File: config.mk
export PLATFORM = sky130hd
export DESIGN_NAME = control_operandos_flat
export DESIGN_NICKNAME = d
export VERILOG_FILES = /design/src/rtl/control_operandos_if.sv /design/src/rtl/control_operandos.sv /design/src/flat_wrapper.sv
export SDC_FILE = /design/constraint.sdc
export NUM_CORES = 1
export LEC_CHECK = 0
export BUFFER_PORTS_ARGS = -buffer_cell sky130_fd_sc_hd__buf_2
export CORE_MARGIN = 1.5
export CORE_UTILIZATION = 45
export CTS_CLUSTER_DIAMETER = 60
export CTS_CLUSTER_SIZE = 28
export DETAILED_ROUTE_END_ITERATION = 10
export PLACE_DENSITY = 0.81
export SETUP_SLACK_MARGIN = 0.15
export SLEW_MARGIN = 10
export SYNTH_ARGS = -nofsm -noshare
export SYNTH_HDL_FRONTEND = slang
export SYNTH_SLANG_ARGS = --single-unit
File: constraint.sdc
create_clock -name clk -period 3.9 [get_ports clk]
set_input_delay 0.585 -clock clk [delete_from_list [all_inputs] [get_ports clk]]
set_output_delay 0.585 -clock clk [all_outputs]
set_load 0.01 [all_outputs]
File: src/rtl/control_operandos_if.sv
// Keypad / converter / arithmetic-stage bundle for control_operandos.
//
// Signals:
//   key_valid  : one-cycle key strobe, key_code valid with it
//   key_code   : 4-bit key code (0-9 digit, A operator, B enter, C clear)
//   conv_en    : one-cycle converter enable
//   conv_d2..0 : BCD hundreds/tens/units held for the converter
//   conv_value : 11-bit converter result, valid the cycle after conv_en
//   op_a, op_b : latched operands
//   busy       : conversion in progress, keys dropped
//   ready      : one-cycle pulse when both operands are latched
//
// Modports: slave = the sequencer, master = keypad/converter/consumer side.
interface control_operandos_if;
  logic        key_valid;
  logic [3:0]  key_code;
  logic        conv_en;
  logic [3:0]  conv_d2;
  logic [3:0]  conv_d1;
  logic [3:0]  conv_d0;
  logic [10:0] conv_value;
  logic [10:0] op_a;
  logic [10:0] op_b;
  logic        busy;
  logic        ready;

  modport slave (
    input  key_valid, key_code, conv_value,
    output conv_en, conv_d2, conv_d1, conv_d0, op_a, op_b, busy, ready
  );

  modport master (
    output key_valid, key_code, conv_value,
    input  conv_en, conv_d2, conv_d1, conv_d0, op_a, op_b, busy, ready
  );
endinterface

File: src/rtl/control_operandos.sv
// Keypad-entry sequencer for the BCD-to-binary converter.
//
// Collects up to three decimal digits per operand, pulses the converter,
// captures the 11-bit result as operand A (closed by key 0xA) or operand B
// (closed by key 0xB), then pulses ready. Key 0xC clears everything when not
// busy; keys arriving while busy are dropped.
//
// Ports:
//   clk : rising-edge clock
//   rst : synchronous active-high reset
//   bus : control_operandos_if.slave (keys, converter handshake, operands)
//
// Parameter:
//   TIMEOUT_CYCLES : idle cycles before an automatic clear
//
// Build option:
//   CTRL_TIMEOUT_EN : when defined, an idle counter clears a stalled entry
//                     after TIMEOUT_CYCLES cycles; otherwise entry waits
//                     indefinitely and no counter exists.
module control_operandos #(
  parameter int unsigned TIMEOUT_CYCLES = 27_000_000
) (
  input logic                 clk,
  input logic                 rst,
  control_operandos_if.slave  bus
);

  typedef enum logic [2:0] {
    ENT_A  = 3'd0,
    CONV_A = 3'd1,
    WAIT_A = 3'd2,
    ENT_B  = 3'd3,
    CONV_B = 3'd4,
    WAIT_B = 3'd5,
    DONE   = 3'd6
  } state_t;

  state_t     state;
  logic [1:0] cnt;

  logic key_dig;
  logic key_op;
  logic key_ent;
  logic key_clr;
  logic entry;
  logic idle_hit;
  logic do_clr;

  always_comb begin
    key_dig = 1'b0;
    key_op  = 1'b0;
    key_ent = 1'b0;
    key_clr = 1'b0;
    if (bus.key_valid) begin
      key_dig = (bus.key_code <= 4'd9);
      key_op  = (bus.key_code == 4'hA);
      key_ent = (bus.key_code == 4'hB);
      key_clr = (bus.key_code == 4'hC);
    end
  end

  assign entry = (state == ENT_A) || (state == ENT_B);

  // Clear is only honoured when not busy; the timeout acts exactly like 0xC.
  assign do_clr = (entry || (state == DONE)) && (key_clr || idle_hit);

`ifdef CTRL_TIMEOUT_EN
  localparam int IDLE_W = $clog2(TIMEOUT_CYCLES + 1);

  logic [IDLE_W-1:0] idle_cnt;
  logic              counting;

  // An empty operand A is not worth timing out; a pending B always is.
  assign counting = ((state == ENT_A) && (cnt != 2'd0)) || (state == ENT_B);
  assign idle_hit = counting && (idle_cnt == IDLE_W'(TIMEOUT_CYCLES - 1));

  // Every state change is caused by a key, a timeout, or happens outside the
  // counting states, so those three conditions cover the restart rule.
  always_ff @(posedge clk) begin
    if (rst) begin
      idle_cnt <= '0;
    end else if (bus.key_valid || !counting || idle_hit) begin
      idle_cnt <= '0;
    end else begin
      idle_cnt <= idle_cnt + 1'b1;
    end
  end
`else
  assign idle_hit = 1'b0;

  // TIMEOUT_CYCLES has no effect in this build.
  if (TIMEOUT_CYCLES == 0) begin : g_timeout_unused
  end
`endif

  always_ff @(posedge clk) begin
    if (rst) begin
      state       <= ENT_A;
      cnt         <= 2'd0;
      bus.conv_d2 <= 4'd0;
      bus.conv_d1 <= 4'd0;
      bus.conv_d0 <= 4'd0;
      bus.op_a    <= 11'd0;
      bus.op_b    <= 11'd0;
      bus.conv_en <= 1'b0;
      bus.busy    <= 1'b0;
      bus.ready   <= 1'b0;
    end else begin
      bus.conv_en <= 1'b0;
      bus.ready   <= 1'b0;
      if (do_clr) begin
        state       <= ENT_A;
        cnt         <= 2'd0;
        bus.conv_d2 <= 4'd0;
        bus.conv_d1 <= 4'd0;
        bus.conv_d0 <= 4'd0;
        bus.op_a    <= 11'd0;
        bus.op_b    <= 11'd0;
      end else begin
        case (state)
          ENT_A, ENT_B: begin
            if (key_dig) begin
              // Fourth and later digits leave the registers untouched.
              if (cnt != 2'd3) begin
                bus.conv_d2 <= bus.conv_d1;
                bus.conv_d1 <= bus.conv_d0;
                bus.conv_d0 <= bus.key_code;
                cnt         <= cnt + 2'd1;
              end
            end else if (key_op && (state == ENT_A)) begin
              state       <= CONV_A;
              bus.conv_en <= 1'b1;
              bus.busy    <= 1'b1;
            end else if (key_ent && (state == ENT_B)) begin
              state       <= CONV_B;
              bus.conv_en <= 1'b1;
              bus.busy    <= 1'b1;
            end
          end
          // Converter samples the digits here; its result arrives in WAIT.
          CONV_A: state <= WAIT_A;
          CONV_B: state <= WAIT_B;
          WAIT_A: begin
            bus.op_a    <= bus.conv_value;
            cnt         <= 2'd0;
            bus.conv_d2 <= 4'd0;
            bus.conv_d1 <= 4'd0;
            bus.conv_d0 <= 4'd0;
            bus.busy    <= 1'b0;
            state       <= ENT_B;
          end
          WAIT_B: begin
            bus.op_b    <= bus.conv_value;
            cnt         <= 2'd0;
            bus.conv_d2 <= 4'd0;
            bus.conv_d1 <= 4'd0;
            bus.conv_d0 <= 4'd0;
            bus.busy    <= 1'b0;
            bus.ready   <= 1'b1;
            state       <= DONE;
          end
          DONE: begin
            // A digit opens a fresh operand A; operands hold until then.
            if (key_dig) begin
              bus.conv_d2 <= 4'd0;
              bus.conv_d1 <= 4'd0;
              bus.conv_d0 <= bus.key_code;
              cnt         <= 2'd1;
              state       <= ENT_A;
            end
          end
          default: state <= ENT_A;
        endcase
      end
    end
  end

endmodule
File: src/flat_wrapper.sv
// flat-port wrapper written by rule: the top's interface ports become plain ports
module control_operandos_flat 
#(
  parameter int unsigned TIMEOUT_CYCLES = 27_000_000
)
  (clk, rst, bus_key_valid, bus_key_code, bus_conv_value, bus_conv_en, bus_conv_d2, bus_conv_d1, bus_conv_d0, bus_op_a, bus_op_b, bus_busy, bus_ready);
  control_operandos_if bus_i ();
  input logic clk;
  input logic rst;
  input wire logic [$bits(bus_i.key_valid)-1:0] bus_key_valid;
  input wire logic [$bits(bus_i.key_code)-1:0] bus_key_code;
  input wire logic [$bits(bus_i.conv_value)-1:0] bus_conv_value;
  output wire logic [$bits(bus_i.conv_en)-1:0] bus_conv_en;
  output wire logic [$bits(bus_i.conv_d2)-1:0] bus_conv_d2;
  output wire logic [$bits(bus_i.conv_d1)-1:0] bus_conv_d1;
  output wire logic [$bits(bus_i.conv_d0)-1:0] bus_conv_d0;
  output wire logic [$bits(bus_i.op_a)-1:0] bus_op_a;
  output wire logic [$bits(bus_i.op_b)-1:0] bus_op_b;
  output wire logic [$bits(bus_i.busy)-1:0] bus_busy;
  output wire logic [$bits(bus_i.ready)-1:0] bus_ready;
  assign bus_i.key_valid = bus_key_valid;
  assign bus_i.key_code = bus_key_code;
  assign bus_i.conv_value = bus_conv_value;
  assign bus_conv_en = bus_i.conv_en;
  assign bus_conv_d2 = bus_i.conv_d2;
  assign bus_conv_d1 = bus_i.conv_d1;
  assign bus_conv_d0 = bus_i.conv_d0;
  assign bus_op_a = bus_i.op_a;
  assign bus_op_b = bus_i.op_b;
  assign bus_busy = bus_i.busy;
  assign bus_ready = bus_i.ready;
  control_operandos #(.TIMEOUT_CYCLES(TIMEOUT_CYCLES)) u_core (.clk(clk), .rst(rst), .bus(bus_i));
endmodule
**Yosys cells after proc, flatten, opt, wreduce, memory -nomap -nowiden**

Index checks and enable logic that the tools add are counted.

- $add $sub $neg: 1
- Magnitude comparators: 1
- Equal/unequal tests: 15
- Multiplexer cells: 31
- Bitwise logic cells: 2
- Reduce and logical (&&, ||, !) cells: 15

Operators with widths:

| cell | number |
|---|---|
| $pmux W4 S3 | 3 |
| $mux W4 | 8 |
| $pmux W3 S6 | 1 |
| $eq A4 B4 Y1 const B | 3 |
| $mux W3 | 4 |
| $mux W1 | 10 |
| $eq A3 B3 Y1 const B | 3 |
| $reduce_and A4 Y1 | 2 |
| $eq A3 B2 Y1 const B | 2 |
| $mux W2 | 3 |
| $ne A2 B1 Y1 const B | 3 |
| $pmux W2 S3 | 1 |
| $reduce_or A2 Y1 | 3 |
| $le A4 B4 Y1 const B | 1 |
| $ne A2 B2 Y1 const B | 2 |
| $reduce_or A4 Y1 | 1 |
| $eq A3 B1 Y1 const B | 1 |
| $logic_and A1 B1 Y1 | 3 |
| $logic_not A3 Y1 | 1 |
| $ne A3 B1 Y1 const B | 1 |
| $reduce_and A3 Y1 | 1 |
| $reduce_bool A3 Y1 | 1 |
| $add A2 B1 Y2 const B | 1 |
| $logic_or A1 B1 Y1 | 2 |
| other kinds (3) | 4 |

- Bits in registers: 42
- Input bits: 18
- Output and inout bits: 37
- Word-level logic and storage cells: 75

**Longest topological paths before layout**

- Depth after elaboration: 7
- Depth in mapped cells: 6

**Worst setup path before layout**

No wires, ideal clock.

- Path type: input to register
- Start point: in bus_key_valid
- End point: reg u_core.bus.conv_d1[0]
- Setup time: 0.066 ns
- Arrival time: 1.609 ns
- Data required time: 3.834 ns
- Setup slack: 2.225 ns
- Stages: 6
- Buffers on the path: 2
- Cell sequence: buf_2 > and3b_1 > a211oi_2 > buf_6 > nand3_2 > a21oi_2

- Word-level cells in the longest chain between the ends: 3

RTL lines:

| item | line | text |
|---|---|---|
| start, declared | flat_wrapper.sv:10 | `input wire logic [$bits(bus_i.key_valid)-1:0] bus_key_valid;` |
| $mux W1 | control_operandos.sv:54 | `if (bus.key_valid) begin` |
| $ne A2 B1 Y1 (no line) / $logic_and A1 B1 Y1 (equally long branches) | -- |  |
| $reduce_and A4 Y1 (no line) / $reduce_or A2 Y1 (equally long branches) | -- |  |
| end signal, assigned | control_operandos.sv:126 | `bus.conv_d1 <= bus.conv_d0;` |
| end, declared | control_operandos_if.sv:29 | `output conv_en, conv_d2, conv_d1, conv_d0, op_a, op_b, busy, ready` |

Parallel ways exist; a longest one is shown, timed or not.
A chain may end at the register's enable or synchronous reset.

**Final worst setup path**

- Start point: reg u_core.state[2]
- End point: reg u_core.cnt[0]

- Word-level cells in the longest chain between the ends: 5

RTL lines:

| item | line | text |
|---|---|---|
| start, declared | control_operandos.sv:38 | `state_t state;` |
| start signal, assigned | control_operandos.sv:98 | `state <= ENT_A;` |
| start signal, assigned | control_operandos.sv:112 | `state <= ENT_A;` |
| start signal, assigned | control_operandos.sv:131 | `state <= CONV_A;` |
| parallel branches: the longest is 5 deep, another holds $reduce_and A4 Y1 | -- |  |
| end signal, assigned | control_operandos.sv:128 | `cnt <= cnt + 2'd1;` |
| end, declared | control_operandos.sv:39 | `logic [1:0] cnt;` |

Several ways; the timed one is not identified.

==> flow_summary.ini <==
[logic_synthesis]
syn_inst = 217
yosysWarnings = 0
synth_seq_cells = 42
synth_edf_count = 0
synth.area.top_cells = dfxtp_1, nand2_1, a21oi_1
ys_types = 42
synth-async-reset-ratio = 0
yosysTopAreaCellShare = 0.450
yosysTopAreaCell = dfxtp_1
synth-seq-area-share = 0.450
synth_area_per_cell_um2 = 8.60
netlist_area_um2 = 1870
synth_nets = 236
synth_flop_cell = dfxtp_1

[die]
core_um2 = 4000
ios = 55
start_util = 0.467
die_w_um = 67.4
die-area_um2 = 4540
num_rows = 23
dieHeight_um = 67.4

[detailed_routing]
drt-met1-wl_um = 1980
met3_length_um = 258
routed-wl-met2_um = 1820
via_count = 1652
drtIter0Drc = 132
drt_pass1_iterations = 4
drt-total-wl_um = 4100
ant_nets = 0
post_drt_wl_per_cell_um = 13.1
drc = 0
drt-vias-per-instance = 5.26
topRoutingLayerUsed = met4

[global_route]
antenna_found_initial = 0
grt_max_degree = 25
grt_pass1_vias = 1443
grt_pass1_wl_um = 6560
grt.overflow.total = 0
grt_usage = 0.191

[timing]
slew_violations = 0
setup_viol = 0
finalCriticalPeriod_ns = 2.32
rsz0062_at_grt = false
finalWorstSetupSlack_ns = 1.58
hold_slack_ns = 0.452
finClkSkew_ns = 0.00433
setup_tns_ns = 0
fmax_mhz = 431
finalHoldViolations = 0
final.period_utilization = 0.595
max-slew-margin-rel = 0.257
worstMarginPinSlew_ns = 1.11

[final_layout]
layoutNonFillerInstCount = 314
fillers = 371
syn_to_final_growth_pct = 17.9
nNetsFinal = 282
antenna_cells = 0
drive_above_1_share = 0.326
multi_input_area_um2 = 926
fin_util = 0.550
ff_latch_area_um2 = 841

[clocking]
postCtsResizedCells = 0
numCtsBuffers = 5
clock_sinks = 42
htreeDepth = 2
cts_hold_buf = 0
cts_tree = yes
clkTransAtPathRegs_ns = 0.08
ctsRootBufferMaster = clkbuf_8
insertion_delay_ns = 0.29
post-cts-setup-buffer-count = 0
clockBufferDepth = 2

[setup_path]
crit_start = u_core.state[2]$_SDFFE_PP0P_
start_kind = flip-flop
critical_path_peak_fanout = 24
required_ns = 4.08
crit_arrival_ns = 2.50
r2r_start = u_core.state[2]$_SDFFE_PP0P_
endpoint_kind = flip-flop
crit_type = reg2reg
r2r_slack_ns = 1.58

[pwr]
p_per_area_nw_per_um2 = 596
irDropWorstVdd_uv = 268
p_leak_nw = 0.898

[worst_hold_path]
min_from = u_core.bus.op_b[2]$_SDFFE_PP0P_
hold_path_class = reg2reg

[outcome]
status = complete, no violations

[job]
max_cap_violations = 0

[place]
pre_cts_ws_ns = 1.48
dp.cells = 306
finalWeightedCongestion = 0.783
numPortBuffers = 54
dp_hpwl_um = 2840
[worst paths after layout]
path	to	cells after the start
hold / removal	u_core.bus.op_b[2]$_SDFFE_PP0P_	2
hold reg to reg	u_core.bus.op_b[2]$_SDFFE_PP0P_	2
setup / recovery	u_core.cnt[0]$_SDFFE_PP0P_	5
setup reg to reg	u_core.cnt[0]$_SDFFE_PP0P_	5
[report_power, final]
part           internal [W]  total, W  switching, W
Clock              0.000126  0.000276      0.000150
Sequential         0.000511  0.000596     0.0000848
Combinational      0.000171  0.000441      0.000269
[worst max-delay path, stage by stage (launching register included)]
cell and delay (ns):
dfxtp_1 0.60, nor2b_1 0.18, or3_1 0.42, a21oi_4 0.52, buf_4 0.38, nor3_1 0.09
[sequential cells by signal, summed over array words and instances, names as in the netlist, 2 cells and up]
signal	cells
u_core.bus.op_b	11
u_core.cnt	2
u_core.bus.conv_d1	4
u_core.bus.op_a	11
u_core.bus.conv_d2	4
u_core.state	3
u_core.bus.conv_d0	4
[cells by family (layout without fill, tap and decap cells)]
| kind of cell | after synthesis | after routing | synth area share |
|---|---|---|---|
| compound gates | 55 | 55 | 0.201 |
| xor+xnor | 1 | 1 | 0.00469 |
| fa+ha+maj | 1 | 1 | 0.00670 |
| buf+inv | 18 | 65 | 0.0536 |
| flops | 42 | 42 | 0.450 |
| simple gates | 100 | 100 | 0.284 |
[layer usage]
layer | GRT usage | vias up
met5 | 0 | -
met4 | 0.0612 | 0
met3 | 0.0633 | 5
met2 | 0.307 | 48
met1 | 0.243 | 757
li1 | - | 842
[synthesized netlist by cell type (2+ instances only)]
cell	n
and2_1	2
o21ai_0	3
nand2b_1	2
nor4_1	2
or3_1	2
a21oi_1	29
nor2b_1	4
clkbuf_1	4
dfxtp_1	42
nor2_1	9
nand3_2	9
buf_2	5
a21oi_2	9
a32oi_1	4
a211oi_2	2
buf_4	5
nand2_1	56
and3b_1	3
inv_1	2
[through the flow]
stage / power (W) / area [um^2]
5_1_grt: 0.00141 / 2200
3_5_place_dp: 0.00105 / 2110
4_1_cts: 0.00132 / 2200
3_3_place_gp: 0.00104 / 2110
2_1_floorplan: 0.000942 / 1870
6_report: 0.00131 / 2200
[area by class of cell]
type	instances	area share
clock buffers	6	0.0330
well taps	50	0.0284
inverters	2	0.00341
repair buffers	55	0.126
flip-flops and latches	42	0.382
clock inverters	2	0.00625
multi-input cells	157	0.421
[cells in the final DEF (no fill, tap or decap), types with 2 or more instances in the layout]
cell type and n:
nand2_1 56, buf_2 54, dfxtp_1 42, a21oi_1 29, nor2_1 9, nand3_2 9
a21oi_2 9, clkbuf_8 5, nor2b_1 4, a32oi_1 4, and3b_1 3, o21ai_0 3
inv_1 2, nand2b_1 2, or3_1 2, a211oi_2 2, nor4_1 2, and2_1 2
No activity file was read; power rests on OpenSTA's default activity.
